===== config.mk =====
export PLATFORM = sky130hd
export DESIGN_NAME = macro_pending_arbiter
export DESIGN_NICKNAME = d
export VERILOG_FILES = /design/src/rtl/macro_pending_arbiter.sv
export SDC_FILE = /design/constraint.sdc
export NUM_CORES = 1
export LEC_CHECK = 0
export ABC_CLOCK_PERIOD_IN_PS = 3900
export CORE_UTILIZATION = 50
export DETAILED_ROUTE_END_ITERATION = 16
export PLACE_DENSITY_LB_ADDON = 0.25
export RECOVER_POWER = 100
export SYNTH_ARGS = -nofsm -noshare
export SYNTH_HDL_FRONTEND = slang
export SYNTH_SLANG_ARGS = --single-unit

===== constraint.sdc =====
create_clock -name clk -period 3.9 [get_ports clk]
set_clock_uncertainty 0.15 [all_clocks]
set_input_delay 0.585 -clock clk [delete_from_list [all_inputs] [get_ports clk]]
set_output_delay 0.585 -clock clk [all_outputs]
set_load 0.03 [all_outputs]

===== src/rtl/macro_pending_arbiter.sv =====
// Sticky pending-event register with a registered round-robin grant stage.
// Events on enabled lines latch until granted; one grant per handshake, back-to-back capable.
module macro_pending_arbiter #(
  parameter int unsigned INPUT_WIDTH = 8,
  parameter int unsigned INDEX_WIDTH = 3
) (
  input  logic                   clk,
  input  logic                   resetn,
  input  logic [INPUT_WIDTH-1:0] d,
  input  logic [INPUT_WIDTH-1:0] mask,
  input  logic                   flush,
  output logic                   o_valid,
  input  logic                   o_ready,
  output logic [INDEX_WIDTH-1:0] o_index,
  output logic [INPUT_WIDTH-1:0] o_onehot,
  output logic [INPUT_WIDTH-1:0] pending
);

  localparam logic ST_IDLE  = 1'b0;
  localparam logic ST_OFFER = 1'b1;
  localparam logic [INDEX_WIDTH-1:0] LAST_IDX = INDEX_WIDTH'(INPUT_WIDTH - 1);

  logic                   r_state;
  logic [INPUT_WIDTH-1:0] r_pending;
  logic [INDEX_WIDTH-1:0] r_index;
  logic [INPUT_WIDTH-1:0] r_onehot;
  logic [INDEX_WIDTH-1:0] r_ptr;

  logic                     w_hs;
  logic [INPUT_WIDTH-1:0]   w_clr;
  logic [INPUT_WIDTH-1:0]   w_eligible;
  logic [INDEX_WIDTH-1:0]   w_next_ptr;
  logic [INDEX_WIDTH-1:0]   w_start;
  logic [2*INPUT_WIDTH-1:0] w_dbl;
  logic [INPUT_WIDTH-1:0]   w_rot;
  logic                     w_found;
  logic [INDEX_WIDTH-1:0]   w_win_idx;
  logic [INPUT_WIDTH-1:0]   w_win_oh;
  int unsigned              w_sum;

  assign w_hs       = (r_state == ST_OFFER) && o_ready;
  assign w_clr      = w_hs ? r_onehot : '0;
  assign w_eligible = r_pending & mask & ~w_clr;
  assign w_next_ptr = (r_index == LAST_IDX) ? '0 : r_index + 1'b1;
  // Search begins after the line being granted now, so back-to-back grants rotate.
  assign w_start    = w_hs ? w_next_ptr : r_ptr;
  assign w_dbl      = {w_eligible, w_eligible} >> w_start;
  assign w_rot      = w_dbl[INPUT_WIDTH-1:0];

  always_comb begin
    w_found   = 1'b0;
    w_win_idx = '0;
    w_sum     = 0;
    for (int i = 0; i < INPUT_WIDTH; i++) begin
      if (!w_found && w_rot[i]) begin
        w_found = 1'b1;
        w_sum   = int'(w_start) + i;
        if (w_sum >= INPUT_WIDTH) w_sum = w_sum - INPUT_WIDTH;
        w_win_idx = INDEX_WIDTH'(w_sum);
      end
    end
    w_win_oh = INPUT_WIDTH'(1) << w_win_idx;
  end

  always_ff @(posedge clk) begin
    if (!resetn) begin
      r_state   <= ST_IDLE;
      r_pending <= '0;
      r_index   <= '0;
      r_onehot  <= '0;
      r_ptr     <= '0;
    end else begin
      if (w_hs) r_ptr <= w_next_ptr;
      if (flush) begin
        r_state   <= ST_IDLE;
        r_pending <= '0;
        r_onehot  <= '0;
      end else begin
        r_pending <= (r_pending & ~w_clr) | (d & mask);
        if (r_state == ST_IDLE || w_hs) begin
          if (w_found) begin
            r_state  <= ST_OFFER;
            r_index  <= w_win_idx;
            r_onehot <= w_win_oh;
          end else begin
            r_state  <= ST_IDLE;
            r_onehot <= '0;
          end
        end
      end
    end
  end

  assign o_valid  = (r_state == ST_OFFER);
  assign o_index  = r_index;
  assign o_onehot = r_onehot;
  assign pending  = r_pending;

endmodule


==> results by group <==
Finish
  • Final Net Count: 333
  • Multi-input gate area: 1500 sq um
  • Ant diodes: 0
  • # fillers: 300
  • Core Util, Final: 73.0%
  • Layout cell share with drive strength beyond 1: 25.6%
  • Register area: 460 sq um
  • Area Growth Syn to Fin: 35.8%
  • Final cell count without fillers: 356

Floorplanning
  • Initial Utilization: 53.8%
  • Ports: 40
  • Die area: 4340 sq um
  • Die height: 65.9 microns
  • Die Wd: 65.9 microns
  • FP Rows: 22
  • Core footprint: 3800 sq um

Detailed routing
  • Top Metal Used: met4
  • Drt pass-1 iters: 5
  • Final ANT Viol Nets: 0
  • Detailed-route via count: 2261
  • Average vias per placed instance: 6.35
  • Wire length on met3: 404 microns
  • WL/cell: 17.1 microns
  • M1 wire length: 2610 microns
  • # DRC: 0
  • DRT Wirelength: 6090 microns
  • Met2 Routed Length: 2910 microns
  • Initial DRC Count: 189

Worst setup path
  • Launch point of the critical path: o_ready
  • Worst Setup End Kind: register
  • R2R Setup Slk: 0.40 ns
  • Arrival @ worst endpoint: 3.73 ns
  • Worst reg2reg startpoint: o_valid
  • Critical path startpoint category: primary input
  • Critical path class: primary input to register
  • R2r worst-path depth: 12
  • CP required: 3.94 ns
  • Max Fanout on Critical Path: 17

Place
  • Dpl cells: 352
  • Post-DP HPWL: 4920 microns
  • GP Congestion: 0.962
  • # port buffers: 39

Clock network
  • CTS root buffer: clkbuf_8
  • CTS max path bufs: 2
  • Number of buffers inserted by hold repair at cts: 0
  • Clk pin slew, worst setup/hold paths: 0.09 ns
  • Clk_lat worst skew: 0.27 ns
  • Total CTS buffers: 3
  • H-Tree Depth: 1
  • Total clock sinks: 23
  • CTS tree: yes
  • Post-CTS setup buffer count: 0

Logic synthesis
  • Sequential element share of the synthesized area: 22.5%
  • Number of synthesized flops with an enable pin: 0
  • Async SR Flop Fraction: 0%
  • Post-synthesis cell type count: 66
  • Mapped Nets: 261
  • Flops & latches, synth: 23
  • Avg Cell Area, Syn: 8.62 sq um
  • Top flip-flop cell by instance count after synthesis: dfxtp_1
  • Yosys warns: 0
  • Synthesized area: 2040 sq um
  • Cells after Synth: 237

Power
  • Final Power: 1630 uW
  • LEAKAGE: 0.00110 uW
  • Worst vdd ir: 0.635 mV
  • PwrDens: 589 nW/um^2

GRT
  • Largest net degree at the start of global routing: 18
  • Global-route total usage across every layer: 29.7%
  • Gr ovfl total: 0
  • Initial antenna violation count: 0
  • First-pass GRT wire length: 9970 microns
  • Vias in the first global route: 2076

STA
  • Worst-Margin Slew: 0.485 ns
  • Hold slack: 0.336 ns
  • Final period util: 94.6%
  • Max_slew headroom: 67.4%
  • Final slew viol count: 0
  • Fmax: 271 MHz
  • Setup violators final: 0
  • Setup TNS Final: 0 ns
  • Final hold viol count: 0
  • Min Tclk post-route: 3.69 ns

Job
  • Max-cap viol count: 0

Worst hold path
  • Hold_sp: o_onehot[6]
  • Hold WC Path Type: register to register
  • WHS Path Cells: 2

Outcome
  • Status: finished clean
[cells in the final DEF, fill, tap and decap left out, drive strengths merged, types with 2 or more instances in the layout]
cell           synthesis  layout
buf                    5      37
nor2                  27      27
nor4                  27      27
nand2                 25      25
dfxtp                 23      23
dlygate4sd3            0      20
clkdlybuf4s50          0      19
a21oi                 12      12
a211oi                11      11
and3                   8       8
nand3                  8       8
o31ai                  8       8
nor2b                  7       7
a22oi                  6       6
clkbuf                 6       5
o221ai                 4       4
ha                     4       4
nor3                   4       4
a221oi                 4       4
inv                    4       4
nand2b                 3       3
a21bo                  3       3
a21boi                 3       3
o21ai                  3       3
and2                   2       2
o211ai                 2       2
o2111a                 2       2
a31oi                  2       2
mux2i                  2       2
or3                    2       2
[routing by layer]
metal | GRT usage [%] | vias up
met5 | 0 | -
met4 | 10.3 | 0
met3 | 6.03 | 21
met2 | 47.6 | 94
met1 | 39.1 | 1058
li1 | - | 1088
[registers in the layout, summed over array words and instances (netlist names)]
signal and flops:
o_onehot 8, r_ptr 3, o_index 3, pending 8, o_valid 1
[final timing paths]
| path | endpoint |
|---|---|
| max | o_onehot[1] |
| min | o_onehot[6] |
| max reg2reg | o_onehot[7] |
| min reg2reg | o_onehot[6] |
[per-stage QoR]
step           cell area, sq um  setup WS [ns]
2_1_floorplan              2040          0.425
3_3_place_gp               2730         0.0134
3_5_place_dp               2730         -0.112
4_1_cts                    2770          0.156
5_1_grt                    2770       -0.00209
6_report                   2770          0.210
[timing repair]
action / CTS / global route
endpoints found under the setup margin: 0 / 4
endpoints found under the hold margin: 0 / 0
resized for setup: 0 / 1
[kinds of logic after synthesis]
| group | share of synthesized area [%] |
|---|---|
| AND/OR/NAND/NOR | 39.4 |
| AO/OA/AOI/OAI | 30.3 |
| adder cells (fa/ha/maj) | 2.45 |
| multiplexers | 0.980 |
| flip-flops | 22.5 |
| buffers and inverters | 4.29 |
[Yosys cell counts, types with 2 or more instances]
master     n  share of area, %
nor4_4     6               6.2
nor4_1    12               3.7
a221oi_1   3               1.3
o21ai_1    2              0.49
buf_6      4               2.2
a21boi_1   2              0.74
a31oi_1    2              0.61
a211oi_1   8               2.9
nand2_1   23               4.2
a21oi_1   10               2.5
nor4_2     9               5.5
nor2b_1    7               2.1
nand2b_1   3              0.92
nand3_1    7               1.7
dfxtp_1   23                23
o211ai_1   2              0.74
a211oi_2   3               1.8
mux2i_1    2              0.98
and3_1     7               2.1
o31ai_1    6               2.2
a21oi_2    2              0.86
o221ai_1   4               1.7
o2111a_1   2               1.1
and2_1     2              0.61
nor2_1    27               5.0
nor3_1     3              0.74
ha_1       4               2.5
a22oi_1    6               2.2
clkbuf_1   6               1.1
inv_2      2              0.37
o31ai_2    2               1.2
inv_1      2              0.37
[worst max-delay path: stages]
cell             delay (ns)
clkdlybuf4s50_1        0.44
buf_12                 0.17
a21boi_4               0.38
o2111a_1               0.31
nor4_2                 0.07
nor4_4                 0.50
a211oi_2               0.15
a221oi_4               0.36
a21oi_2                0.11
or3_4                  0.43
o31ai_1                0.22
[report_power, final]
part / total (uW) / internal [uW] / switching [uW]
combinational: 1150 / 503 / 651
clock: 159 / 72.6 / 86.0
sequential: 319 / 277 / 42.3
[final cells by class]
| type | instances | share of cell area [%] |
|---|---|---|
| multi-input cells | 199 | 53.9 |
| repair buffers | 78 | 25.0 |
| well taps | 48 | 2.17 |
| flip-flops and latches | 23 | 16.6 |
| clock buffers | 3 | 1.49 |
| inverters | 4 | 0.542 |
| clock inverters | 1 | 0.271 |
Note: power is estimated with default switching activity, not from simulation.
